`config.mk`:
```
export PLATFORM = sky130hd
export DESIGN_NAME = jtl_pulse_scheduler_flat
export DESIGN_NICKNAME = d
export VERILOG_FILES = /design/src/rtl/jtl_pulse_scheduler_pkg.sv /design/src/rtl/jtl_pulse_scheduler_if.sv /design/src/rtl/jtl_pulse_scheduler_rr_arbiter.sv /design/src/rtl/jtl_pulse_scheduler.sv /design/src/flat_wrapper.sv
export SDC_FILE = /design/constraint.sdc
export NUM_CORES = 1
export LEC_CHECK = 0
export CORE_ASPECT_RATIO = 0.7
export CORE_MARGIN = 1
export CORE_UTILIZATION = 45
export CTS_BUF_LIST = sky130_fd_sc_hd__clkbuf_8
export CTS_CLUSTER_DIAMETER = 60
export DETAILED_ROUTE_END_ITERATION = 12
export GPL_TIMING_DRIVEN = 1
export PLACE_DENSITY = 0.7
export SYNTH_ARGS = -nofsm -noshare
export SYNTH_HDL_FRONTEND = slang
export SYNTH_HIERARCHICAL = 1
export SYNTH_SLANG_ARGS = --single-unit
```
`constraint.sdc`:
```
create_clock -name clk -period 4.55 [get_ports clk]
set_clock_uncertainty 0.15 [all_clocks]
set_input_delay 0.455 -clock clk [delete_from_list [all_inputs] [get_ports clk]]
set_output_delay 0.455 -clock clk [all_outputs]
set_load 0.1 [all_outputs]
```
`src/rtl/jtl_pulse_scheduler_pkg.sv`:
```
// Shared types, default configuration and helpers for the JTL pulse scheduler.
package jtl_ctrl_pkg;

  localparam int N_REQ_DEF   = 4;
  localparam int CNT_W_DEF   = 3;
  localparam int MIN_GAP_DEF = 2;
  localparam int MAX_OUT_DEF = 4;
  localparam int TIMEOUT_DEF = 8;

  // Widths derived from the default configuration.
  localparam int PTR_W_DEF = (N_REQ_DEF > 1) ? $clog2(N_REQ_DEF) : 1;
  localparam int OUT_W_DEF = $clog2(MAX_OUT_DEF + 1);
  localparam int AGE_W_DEF = $clog2(TIMEOUT_DEF + 1);

  typedef enum logic [0:0] {
    IDLE = 1'b0,
    HALT = 1'b1
  } state_t;

  // Increment that sticks at max instead of wrapping.
  function automatic int sat_inc(input int value, input int max);
    return (value >= max) ? max : value + 1;
  endfunction

endpackage

```
`src/rtl/jtl_pulse_scheduler_if.sv`:
```
// Requester / JTL line bundle between the scheduler and its environment.
interface jtl_pulse_scheduler_if
  import jtl_ctrl_pkg::*;
#(
  parameter int N_REQ = N_REQ_DEF,
  parameter int OUT_W = OUT_W_DEF
);
  logic [N_REQ-1:0] req;
  logic             jtl_out;
  logic             jtl_in;
  logic [N_REQ-1:0] grant;
  logic [N_REQ-1:0] drop;
  logic [N_REQ-1:0] pend_full;
  logic [OUT_W-1:0] outstanding;
  logic             busy;
  logic             err_timeout;
  logic             err_spurious;

  modport master (
    output req, jtl_out,
    input  jtl_in, grant, drop, pend_full, outstanding, busy, err_timeout, err_spurious
  );

  modport slave (
    input  req, jtl_out,
    output jtl_in, grant, drop, pend_full, outstanding, busy, err_timeout, err_spurious
  );
endinterface

```
`src/rtl/jtl_pulse_scheduler_rr_arbiter.sv`:
```
// Combinational round-robin pick: first set request after ptr, wrapping.
module rr_arbiter
  import jtl_ctrl_pkg::*;
#(
  parameter int N_REQ = N_REQ_DEF,
  parameter int PTR_W = PTR_W_DEF
) (
  input  logic [N_REQ-1:0] request,
  input  logic [PTR_W-1:0] ptr,
  output logic [N_REQ-1:0] winner,
  output logic             valid
);

  logic [PTR_W-1:0] idx;

  // Scan ptr+1 .. ptr+N_REQ (mod N_REQ); the last slot checked is ptr itself.
  always_comb begin
    winner = '0;
    valid  = 1'b0;
    idx    = '0;
    for (int k = 1; k <= N_REQ; k++) begin
      idx = PTR_W'((int'(ptr) + k) % N_REQ);
      if (!valid && request[idx]) begin
        winner[idx] = 1'b1;
        valid       = 1'b1;
      end
    end
  end

endmodule

```
`src/rtl/jtl_pulse_scheduler.sv`:
```
// Shares one toggle-encoded JTL line between N_REQ requesters: buffered
// requests, round-robin grants with a minimum gap, in-flight tracking and
// timeout / spurious-return error detection.
module jtl_pulse_scheduler
  import jtl_ctrl_pkg::*;
#(
  parameter int N_REQ   = N_REQ_DEF,
  parameter int CNT_W   = CNT_W_DEF,
  parameter int MIN_GAP = MIN_GAP_DEF,
  parameter int MAX_OUT = MAX_OUT_DEF,
  parameter int TIMEOUT = TIMEOUT_DEF
) (
  input logic            clk,
  input logic            rst,
  jtl_pulse_scheduler_if.slave bus
);

  localparam int PTR_W   = (N_REQ > 1) ? $clog2(N_REQ) : 1;
  localparam int OUT_W   = $clog2(MAX_OUT + 1);
  localparam int AGE_W   = $clog2(TIMEOUT + 1);
  localparam int GAP_W   = (MIN_GAP > 1) ? $clog2(MIN_GAP) : 1;
  localparam int CNT_MAX = (1 << CNT_W) - 1;

  state_t           state_reg, state_next;
  logic [PTR_W-1:0] ptr_reg, ptr_next, win_idx;
  logic [GAP_W-1:0] gap_reg, gap_next;
  logic [AGE_W-1:0] age_reg, age_next;
  logic [OUT_W-1:0] out_reg, out_next;
  logic [N_REQ-1:0] grant_reg, grant_next, nonzero, nonzero_next, win_oh, win_grant;
  logic             jtl_in_reg, jtl_in_next, jtl_out_q;
  logic             err_t_reg, err_t_next, err_s_reg, err_s_next;
  logic             busy_reg, busy_next;
  logic             win_valid, issue, ret;

  rr_arbiter #(.N_REQ(N_REQ), .PTR_W(PTR_W)) u_arb (
    .request (nonzero),
    .ptr     (ptr_reg),
    .winner  (win_oh),
    .valid   (win_valid)
  );

  // Arbitration only looks at registered counts, so a same-cycle request is not eligible.
  assign issue     = (state_reg == IDLE) && (gap_reg == '0) &&
                     (out_reg < OUT_W'(MAX_OUT)) && win_valid;
  assign win_grant = issue ? win_oh : '0;
  assign ret       = bus.jtl_out ^ jtl_out_q;

  genvar gi;
  for (gi = 0; gi < N_REQ; gi++) begin : g_pend
    logic [CNT_W-1:0] cnt_reg, cnt_next;
    logic             drop_reg, drop_next, full_reg;

    // Request adds, grant removes; a request against a full counter is dropped.
    always_comb begin
      cnt_next  = cnt_reg;
      drop_next = 1'b0;
      if (bus.req[gi] && !win_grant[gi]) begin
        if (cnt_reg == CNT_W'(CNT_MAX)) drop_next = 1'b1;
        else cnt_next = CNT_W'(sat_inc(int'(cnt_reg), CNT_MAX));
      end else if (!bus.req[gi] && win_grant[gi]) begin
        cnt_next = cnt_reg - 1'b1;
      end
    end

    // Counter plus drop/full flags, full aligned with the counter value.
    always_ff @(posedge clk or posedge rst) begin
      if (rst) begin
        cnt_reg  <= '0;
        drop_reg <= 1'b0;
        full_reg <= 1'b0;
      end else begin
        cnt_reg  <= cnt_next;
        drop_reg <= drop_next;
        full_reg <= (cnt_next == CNT_W'(CNT_MAX));
      end
    end

    assign nonzero[gi]       = (cnt_reg != '0);
    assign nonzero_next[gi]  = (cnt_next != '0);
    assign bus.drop[gi]      = drop_reg;
    assign bus.pend_full[gi] = full_reg;
  end

  // One-hot winner to pointer index.
  always_comb begin
    win_idx = '0;
    for (int k = 0; k < N_REQ; k++) begin
      if (win_oh[k]) win_idx = PTR_W'(k);
    end
  end

  // Issue, in-flight accounting, oldest-pulse aging and the IDLE/HALT transitions.
  always_comb begin
    state_next  = state_reg;
    ptr_next    = ptr_reg;
    gap_next    = (gap_reg != '0) ? gap_reg - 1'b1 : gap_reg;
    age_next    = age_reg;
    out_next    = out_reg;
    grant_next  = '0;
    jtl_in_next = jtl_in_reg;
    err_t_next  = err_t_reg;
    err_s_next  = err_s_reg;

    if (issue) begin
      grant_next  = win_oh;
      jtl_in_next = ~jtl_in_reg;
      ptr_next    = win_idx;
      gap_next    = GAP_W'(MIN_GAP - 1);
    end

    if (issue && !ret) begin
      out_next = out_reg + 1'b1;
    end else if (ret && !issue) begin
      if (out_reg == '0) err_s_next = 1'b1;
      else out_next = out_reg - 1'b1;
    end

    if (ret || (issue && out_reg == '0)) age_next = '0;
    else if (out_reg != '0) age_next = AGE_W'(sat_inc(int'(age_reg), TIMEOUT));

    case (state_reg)
      IDLE: begin
        if (age_next == AGE_W'(TIMEOUT)) begin
          state_next = HALT;
          err_t_next = 1'b1;
          out_next   = '0;
        end
      end
      HALT: begin
        out_next = '0;
        age_next = age_reg;
      end
      default: state_next = IDLE;
    endcase

    busy_next = (|nonzero_next) || (out_next != '0);
  end

  // Control register file; reset parks the pointer so requester 0 wins first.
  always_ff @(posedge clk or posedge rst) begin
    if (rst) begin
      state_reg  <= IDLE;
      ptr_reg    <= PTR_W'(N_REQ - 1);
      gap_reg    <= '0;
      age_reg    <= '0;
      out_reg    <= '0;
      grant_reg  <= '0;
      jtl_in_reg <= 1'b0;
      jtl_out_q  <= 1'b0;
      err_t_reg  <= 1'b0;
      err_s_reg  <= 1'b0;
      busy_reg   <= 1'b0;
    end else begin
      state_reg  <= state_next;
      ptr_reg    <= ptr_next;
      gap_reg    <= gap_next;
      age_reg    <= age_next;
      out_reg    <= out_next;
      grant_reg  <= grant_next;
      jtl_in_reg <= jtl_in_next;
      jtl_out_q  <= bus.jtl_out;
      err_t_reg  <= err_t_next;
      err_s_reg  <= err_s_next;
      busy_reg   <= busy_next;
    end
  end

  assign bus.jtl_in       = jtl_in_reg;
  assign bus.grant        = grant_reg;
  assign bus.outstanding  = out_reg;
  assign bus.busy         = busy_reg;
  assign bus.err_timeout  = err_t_reg;
  assign bus.err_spurious = err_s_reg;

endmodule

```
`src/flat_wrapper.sv`:
```
// flat-port wrapper written by rule: the top's interface ports become plain ports
module jtl_pulse_scheduler_flat import jtl_ctrl_pkg::*;
#(
  parameter int N_REQ   = N_REQ_DEF,
  parameter int CNT_W   = CNT_W_DEF,
  parameter int MIN_GAP = MIN_GAP_DEF,
  parameter int MAX_OUT = MAX_OUT_DEF,
  parameter int TIMEOUT = TIMEOUT_DEF
)
  (clk, rst, bus_req, bus_jtl_out, bus_jtl_in, bus_grant, bus_drop, bus_pend_full, bus_outstanding, bus_busy, bus_err_timeout, bus_err_spurious);
  jtl_pulse_scheduler_if #(.N_REQ(N_REQ), .OUT_W(3)) bus_i ();
  input logic clk;
  input logic rst;
  input wire logic [$bits(bus_i.req)-1:0] bus_req;
  input wire logic [$bits(bus_i.jtl_out)-1:0] bus_jtl_out;
  output wire logic [$bits(bus_i.jtl_in)-1:0] bus_jtl_in;
  output wire logic [$bits(bus_i.grant)-1:0] bus_grant;
  output wire logic [$bits(bus_i.drop)-1:0] bus_drop;
  output wire logic [$bits(bus_i.pend_full)-1:0] bus_pend_full;
  output wire logic [$bits(bus_i.outstanding)-1:0] bus_outstanding;
  output wire logic [$bits(bus_i.busy)-1:0] bus_busy;
  output wire logic [$bits(bus_i.err_timeout)-1:0] bus_err_timeout;
  output wire logic [$bits(bus_i.err_spurious)-1:0] bus_err_spurious;
  assign bus_i.req = bus_req;
  assign bus_i.jtl_out = bus_jtl_out;
  assign bus_jtl_in = bus_i.jtl_in;
  assign bus_grant = bus_i.grant;
  assign bus_drop = bus_i.drop;
  assign bus_pend_full = bus_i.pend_full;
  assign bus_outstanding = bus_i.outstanding;
  assign bus_busy = bus_i.busy;
  assign bus_err_timeout = bus_i.err_timeout;
  assign bus_err_spurious = bus_i.err_spurious;
  jtl_pulse_scheduler #(.N_REQ(N_REQ), .CNT_W(CNT_W), .MIN_GAP(MIN_GAP), .MAX_OUT(MAX_OUT), .TIMEOUT(TIMEOUT)) u_core (.clk(clk), .rst(rst), .bus(bus_i));
endmodule
```
==> metrics.md, run 1 <==
| Metric | Value |
|---|---|
| Outcome | complete, no violations |
| Crit path top cell by count | sky130_fd_sc_hd__or4_1 |
| EDFF count, synth | 0 |
| Gr usage total | 19.1% |
| Global-route congestion overflow total | 0 |
| Die Footprint | 6600 µm² |
| Worst setup timing slack at the placement stage | 0.496 ns |
| Core outline area | 5870 µm² |
| Path type of the worst min-delay path | flip-flop to flip-flop |
| Most frequent cells after synthesis | sky130_fd_sc_hd__dfrtp_1 (38), sky130_fd_sc_hd__inv_1 (32), sky130_fd_sc_hd__ha_1 (29), sky130_fd_sc_hd__nand2_1 (25), sky130_fd_sc_hd__mux2i_1 (18) |
| Unrepaired setup endpoints after global routing | no |
| Area of combinational cells with multiple inputs | 1590 µm² |
| Max_slew headroom | 35.6% |
| Setup slack of the critical path after layout | 0.441 ns |
| Maximum achievable frequency | 243 MHz |
| Cts repair resizes | 0 |
| Post-CTS setup buffers | 0 |
| Yosys top cell area share | roughly 34% |
| List of cells traversed by the critical path | inv_1 -> ha_1 -> mux2i_1 -> o2111ai_1 -> o21ai_0 -> a221o_1 -> nand2b_1 -> o21ai_1 -> o32ai_1 -> or4_1 -> or4_1 |
| First-pass GRT wire length | 9960 µm |
| Clock latency on the worst-skew pair | 0.29 ns |
| Inserted Diodes | 0 |
| Total area of sequential cells | 1000 µm² |
| Critical path buffer and inverter count | 1 |
| Setup crit start kind | flip-flop |
| Final setup violating endpoints | 0 |
| Async set or reset register ratio after synthesis | 100% |
| Area Growth Syn to Fin | 13.5% |
| Pre-antenna DRT Iters | 4 |
| Final Max Tran Viols | 0 |
| Most common cell in the netlist | sky130_fd_sc_hd__dfrtp_1 |
| Final cycle utilization of the critical path | between 90% and 100% |
| Distinct cells, synth | 56 |
| Height of the die | 68.3 µm |
| Vias per cell | 5.48 |
| Area of all placed cells without fillers | 3200 µm² |
| Number of input and output port buffers inserted | 25 |
| Count of fill cells added during filler insertion | around 530 |
| Clock transition at the register clock pins on the worst setup and hold paths after CTS | 0.08 ns |
| Largest register FFs | 12 |
| Minimum clock period | 4.11 ns |
| CTS HTree Levels | 2 |
| Share of synthesized area occupied by flip-flops and latches | 35.5% |
| Count of boundary I/O pins | 26 |
| Largest driver fanout on the critical path | 13 |
| Horizontal extent of the die | 96.7 µm |
| Maximum single-stage delay on the critical path | 0.69 ns |
| CTS root buffer | sky130_fd_sc_hd__clkbuf_8 |
| Per-cell routed wire length | 14.8 µm |
| Largest net degree at the start of global routing | 41 |
| Worst-case clock buffer depth | 2 |
| Number of antenna violations at the first check in global routing | 0 |
| Cell type with the highest aggregate area in the netlist | sky130_fd_sc_hd__dfrtp_1 |
| Count of max-cap constraint violations | 0 |
| Required time of the worst setup path | 4.56 ns |
| DRC marker count from the first detailed-route iteration | 61 |
| Cell with the largest stage delay on the worst path | sky130_fd_sc_hd__dfstp_2 |
| Layout net count | 355 |
| Drt drc | 0 |
| Net count after synthesis | between 300 and 400 |
| Number of vias in the routed layout | around 2.2k |
| Synthesized instance count | 299 |
| Critical path's top delay family | compound AO/OA/AOI/OAI gates |
| Arrival time at the worst endpoint | 4.12 ns |
| Drt total wl | between 5000 and 6000 µm |
| Number of clock sinks seen by CTS | 40 |
| Via count of the first global-routing pass | slightly above 2k |
| Area of the mapped netlist | 2820 µm² |
| Cell Area, Placed | between 3000 and 4000 µm² |
| Main flop type after synthesis | sky130_fd_sc_hd__dfrtp_1 |
| Main area contributors after synthesis | sky130_fd_sc_hd__dfrtp_1 (34%), sky130_fd_sc_hd__ha_1 (13%), sky130_fd_sc_hd__mux2i_1 (6.4%) |
| TritonCTS buffer count | 5 |
| RePlAce Congestion | 0.827 |
| TritonCTS clock tree | built |
| Average instance area after synthesis | between 9 and 10 µm² |
| FF+latch count, synth | 40 |
| Hold violation count in the final report | 0 |
| WS Path Type | flip-flop to flip-flop |
| Fraction of layout cells with a size suffix above 1 | 7.19% |
| Sum of negative setup slack | 0 ns |
| Critical Path End Type | flip-flop |
| Actual transition at the worst max-transition pin | a little under 1 ns |
| Number of rows in the core area | 23 |
| Remaining number of nets flagged by the antenna check after routing | 0 |
| Yosys synthesis warning count | 6 |
| Initial Utilization | 48.1% |
| Post-CTS Hold Buffers | 0 |
| Worst hold slack | approximately 0.33 ns |
| Total half-perimeter wirelength after legalization and detailed placement | 4270 µm |
[logic make-up (layout without fill, tap and decap cells)]
kind of cell / count (synthesis) / in the layout / share of synthesized area (%)
AO/OA/AOI/OAI: 60 / 60 / 14.9
XOR/XNOR: 9 / 9 / 2.79
adder cells (fa/ha/maj): 29 / 29 / 12.9
buffers and inverters: 48 / 69 / 8.11
flip-flops: 40 / 40 / 35.5
multiplexers: 22 / 22 / 8.51
AND/OR/NAND/NOR: 91 / 91 / 17.3
[path summary, 6_finish.rpt]
check,slack [ns],cells past startpoint,start,endpoint
max,0.44,11,u_core/ptr_reg[1]$_DFFE_PP1N_,u_core/bus.busy$_DFF_PP0_
min,0.33,1,u_core/bus.jtl_in$_DFFE_PP0N_,u_core/bus.jtl_in$_DFFE_PP0N_
max reg2reg,0.44,11,u_core/ptr_reg[1]$_DFFE_PP1N_,u_core/bus.busy$_DFF_PP0_
min reg2reg,0.33,1,u_core/bus.jtl_in$_DFFE_PP0N_,u_core/bus.jtl_in$_DFFE_PP0N_
max in group asynchronous,3.43,3,rst,u_core/ptr_reg[0]$_DFFE_PP1N_
min in group asynchronous,0.45,3,rst,u_core/age_reg[1]$_DFFE_PP0N_
[layer usage]
metal	GRT usage, %	part of all wire, %	routed length (µm)	up-vias
met5	0	0	0	-
met4	7.28	0.89	52	0
met3	3.98	3.9	226	4
met2	28.3	41	2430	40
met1	27.3	54	3150	1032
li1	-	-	-	1090
[area by class of cell]
cell class | count | area share, %
Timing Repair Buffer | 26 | 8.04
Tap cell | 75 | 2.93
Multi-Input combinational cell | 211 | 49.6
Clock inverter | 1 | 0.937
Inverter | 35 | 4.14
Clock buffer | 7 | 3.01
Sequential cell | 40 | 31.3
[placed cells by master (no fill, tap or decap), drive strengths merged, types with 2 or more instances in the layout]
cell	n
dfrtp	38
inv	34
ha	29
nand2	26
clkdlybuf4s50	25
mux2i	18
o21ai	16
a21oi	15
nor2	13
nor3	10
nand2b	10
and3	9
clkbuf	7
nand3	7
xnor2	6
o31ai	4
a221o	4
mux2	3
xor2	3
nand4	3
or4	3
o22a	2
o221ai	2
a221oi	2
nor2b	2
a41o	2
nor4b	2
dfstp	2
a211oi	2
[stage by stage]
| stage | cells | util (%) |
|---|---|---|
| after global routing | 395 | 54.6 |
| after floorplan | 299 | - |
| after detailed placement | 387 | 52.4 |
| after CTS | 395 | 54.6 |
| final | 395 | 54.6 |
| after global placement | 387 | 52.4 |
Power of run 1 is not shown: default switching activity piles up to over one toggle a cycle in this logic, so the estimate is an artifact.
==> run 2, diff against run 1 <==
- GPL_TIMING_DRIVEN: 1 -> default
- clock period: 4.55 -> 4.4 ns (I/O delays scaled with it)
==> metrics.md, run 2 (same netlist as run 1, synthesis figures left out) <==
| Metric | Value |
|---|---|
| Critical Path End Type | flip-flop |
| Worst R2R Path Depth | 11 (unchanged) |
| TritonCTS buffer count | 5 (unchanged) |
| Via count of the first global-routing pass | 2052 (+0.39%) |
| First-pass GRT wire length | 9830 µm (-1.4%) |
| CTS HTree Levels | 2 (unchanged) |
| Outcome | complete, no violations |
| WS Path Type | flip-flop to flip-flop |
| GR Layer Usage met1 | 26.5% (-0.81 points) |
| Hold depth | 1 (unchanged) |
| Maximum achievable frequency | 246 MHz (+0.95%) |
| Setup crit start kind | flip-flop |
| Arrival time at the worst endpoint | 4.09 ns (-0.03 ns) |
| Layout net count | 355 (unchanged) |
| Fraction of layout cells with a size suffix above 1 | 7.19% (unchanged) |
| Die Footprint | 6600 µm² (unchanged) |
| Remaining number of nets flagged by the antenna check after routing | 0 (unchanged) |
| Hold Crit Endpoint | u_core/bus.err_spurious$_DFFE_PP0P_ |
| Critical path buffer and inverter count | 1 (unchanged) |
| Max_slew headroom | 35.3% (-0.30 points) |
| Count of fill cells added during filler insertion | 566 (+6.2%) |
| Total half-perimeter wirelength after legalization and detailed placement | 4370 µm (+2.4%) |
| Clock latency on the worst-skew pair | 0.30 ns (about the same) |
| Final cycle utilization of the critical path | 92.5% (+2.2 points) |
| CTS root buffer | sky130_fd_sc_hd__clkbuf_8 |
| Actual transition at the worst max-transition pin | 0.967 ns (+0.00448 ns) |
| Cell with the largest stage delay on the worst path | sky130_fd_sc_hd__dfstp_2 |
| Number of input and output port buffers inserted | 25 (unchanged) |
| Largest net degree at the start of global routing | 41 (unchanged) |
| Vias per cell | 5.59 (+1.9%) |
| FF-to-FF setup slack | 0.33 ns (-0.11 ns) |
| Sum of negative setup slack | 0 ns (unchanged) |
| Met2 track demand over resource in global routing | 30.1% (+1.8 points) |
| Maximum single-stage delay on the critical path | 0.62 ns (-0.07 ns) |
| Drt total wl | 5850 µm (-0.22%) |
| Critical path's top delay family | compound AO/OA/AOI/OAI gates |
| Busiest metal layer after global routing | met2 |
| Post-CTS Hold Buffers | 0 (unchanged) |
| Area of all placed cells without fillers | 3200 µm² (-0.16%) |
| DRC marker count from the first detailed-route iteration | 95 (+56%) |
| Count of max-cap constraint violations | 0 (unchanged) |
| TritonCTS clock tree | built |
| Per-cell routed wire length | 14.8 µm (-0.22%) |
| Clock transition at the register clock pins on the worst setup and hold paths after CTS | 0.08 ns (about the same) |
| Global-route congestion overflow total | 0 (unchanged) |
| Largest driver fanout on the critical path | 9 (-4) |
| Required time of the worst setup path | 4.42 ns (-0.14 ns) |
| Reg-to-Reg Start | u_core/ptr_reg[0]$_DFFE_PP1N_ |
| RePlAce Congestion | 0.828 (about the same) |
| Gr usage total | 19.0% (-0.065 points) |
| Startpoint of the lowest-slack hold path | u_core/bus.err_spurious$_DFFE_PP0P_ |
| Number of vias in the routed layout | 2207 (+1.9%) |
| Number of clock sinks seen by CTS | 40 (unchanged) |
| Hold violation count in the final report | 0 (unchanged) |
| Minimum clock period | 4.07 ns (-0.0388 ns) |
| Cts repair resizes | 0 (unchanged) |
| Count of boundary I/O pins | 26 (unchanged) |
| Cell Area, Placed | 3080 µm² (unchanged) |
| Dpl cells | 387 (unchanged) |
| Core utilization of the finished layout | 54.5% (-0.085 points) |
| Post-CTS setup buffers | 0 (unchanged) |
| Core outline area | 5870 µm² (unchanged) |
| Number of antenna violations at the first check in global routing | 0 (unchanged) |
| Number of standard cells in the layout, taps in and fillers out | 395 (unchanged) |
| Drt drc | 0 (unchanged) |
| Inserted Diodes | 0 (unchanged) |
| Met3 GRT Util | 3.27% (-0.72 points) |
| R2r endpoint | u_core/bus.busy$_DFF_PP0_ |
| List of cells traversed by the critical path | inv_1 -> ha_1 -> mux2i_1 -> o2111ai_1 -> o21ai_0 -> a221o_1 -> nand2b_1 -> o21ai_1 -> o32ai_1 -> or4_1 -> or4_1 |
| Worst-case clock buffer depth | 2 (unchanged) |
| Most frequent standard cell in the layout excluding fill and tap cells | sky130_fd_sc_hd__dfrtp_1 |
| Unrepaired setup endpoints after global routing | no |
| Path type of the worst min-delay path | flip-flop to flip-flop |
| Final setup violating endpoints | 0 (unchanged) |
| Final Max Tran Viols | 0 (unchanged) |
| Initial Utilization | 48.1% (unchanged) |
| Commonest cells after routing, fill and taps aside | sky130_fd_sc_hd__dfrtp_1 (38), sky130_fd_sc_hd__inv_1 (32), sky130_fd_sc_hd__ha_1 (29), sky130_fd_sc_hd__clkdlybuf4s50_1 (25), sky130_fd_sc_hd__nand2_1 (25) |
| Number of rows in the core area | 23 (unchanged) |
| Horizontal extent of the die | 96.7 µm (unchanged) |
| Pre-antenna DRT Iters | 4 (unchanged) |
| Largest register FFs | 12 (unchanged) |
| Area Growth Syn to Fin | 13.3% |
| Height of the die | 68.3 µm (unchanged) |
| Crit path top cell by count | sky130_fd_sc_hd__or4_1 |
run 2: how the worst max path moves through the flow:
stage / slack (ns) / startpoint / cells past startpoint / endpoint
6_report: 0.33 / u_core/ptr_reg[0]$_DFFE_PP1N_ / 11 / u_core/bus.busy$_DFF_PP0_
2_1_floorplan: 0.64 / u_core/ptr_reg[1]$_DFFE_PP1N_ / 12 / u_core/bus.busy$_DFF_PP0_
3_3_place_gp: 0.50 / u_core/ptr_reg[0]$_DFFE_PP1N_ / 11 / u_core/bus.busy$_DFF_PP0_
5_1_grt: 0.07 / u_core/ptr_reg[0]$_DFFE_PP1N_ / 11 / u_core/bus.busy$_DFF_PP0_
4_1_cts: 0.36 / u_core/ptr_reg[1]$_DFFE_PP1N_ / 11 / u_core/bus.busy$_DFF_PP0_
3_5_place_dp: 0.37 / u_core/ptr_reg[0]$_DFFE_PP1N_ / 11 / u_core/bus.busy$_DFF_PP0_
run 2: layer usage:
metal	wire length, µm	share of wire, %
met1	3090	53
met2	2520	43
met3	170	2.9
met4	65	1.1
met5	0	0
run 2: cell type report:
cell class,count,area [µm²],area share [%]
Timing Repair Buffer,26,258,8.06
Multi-Input combinational cell,211,1590,49.7
Tap cell,75,93.8,2.93
Sequential cell,40,1000,31.4
Inverter,35,133,4.15
Clock inverter,2,38.8,1.21
Clock buffer,6,82.6,2.58
run 2: per-stage QoR:
| stage | setup WS, ns | hold WS (ns) |
|---|---|---|
| 3_5_place_dp | 0.374 | 0.309 |
| 6_report | 0.330 | 0.322 |
| 5_1_grt | 0.0651 | 0.349 |
| 3_3_place_gp | 0.503 | 0.301 |
| 4_1_cts | 0.359 | 0.326 |
| 2_1_floorplan | 0.639 | 0.321 |
Power of run 2 is left out for the same reason.
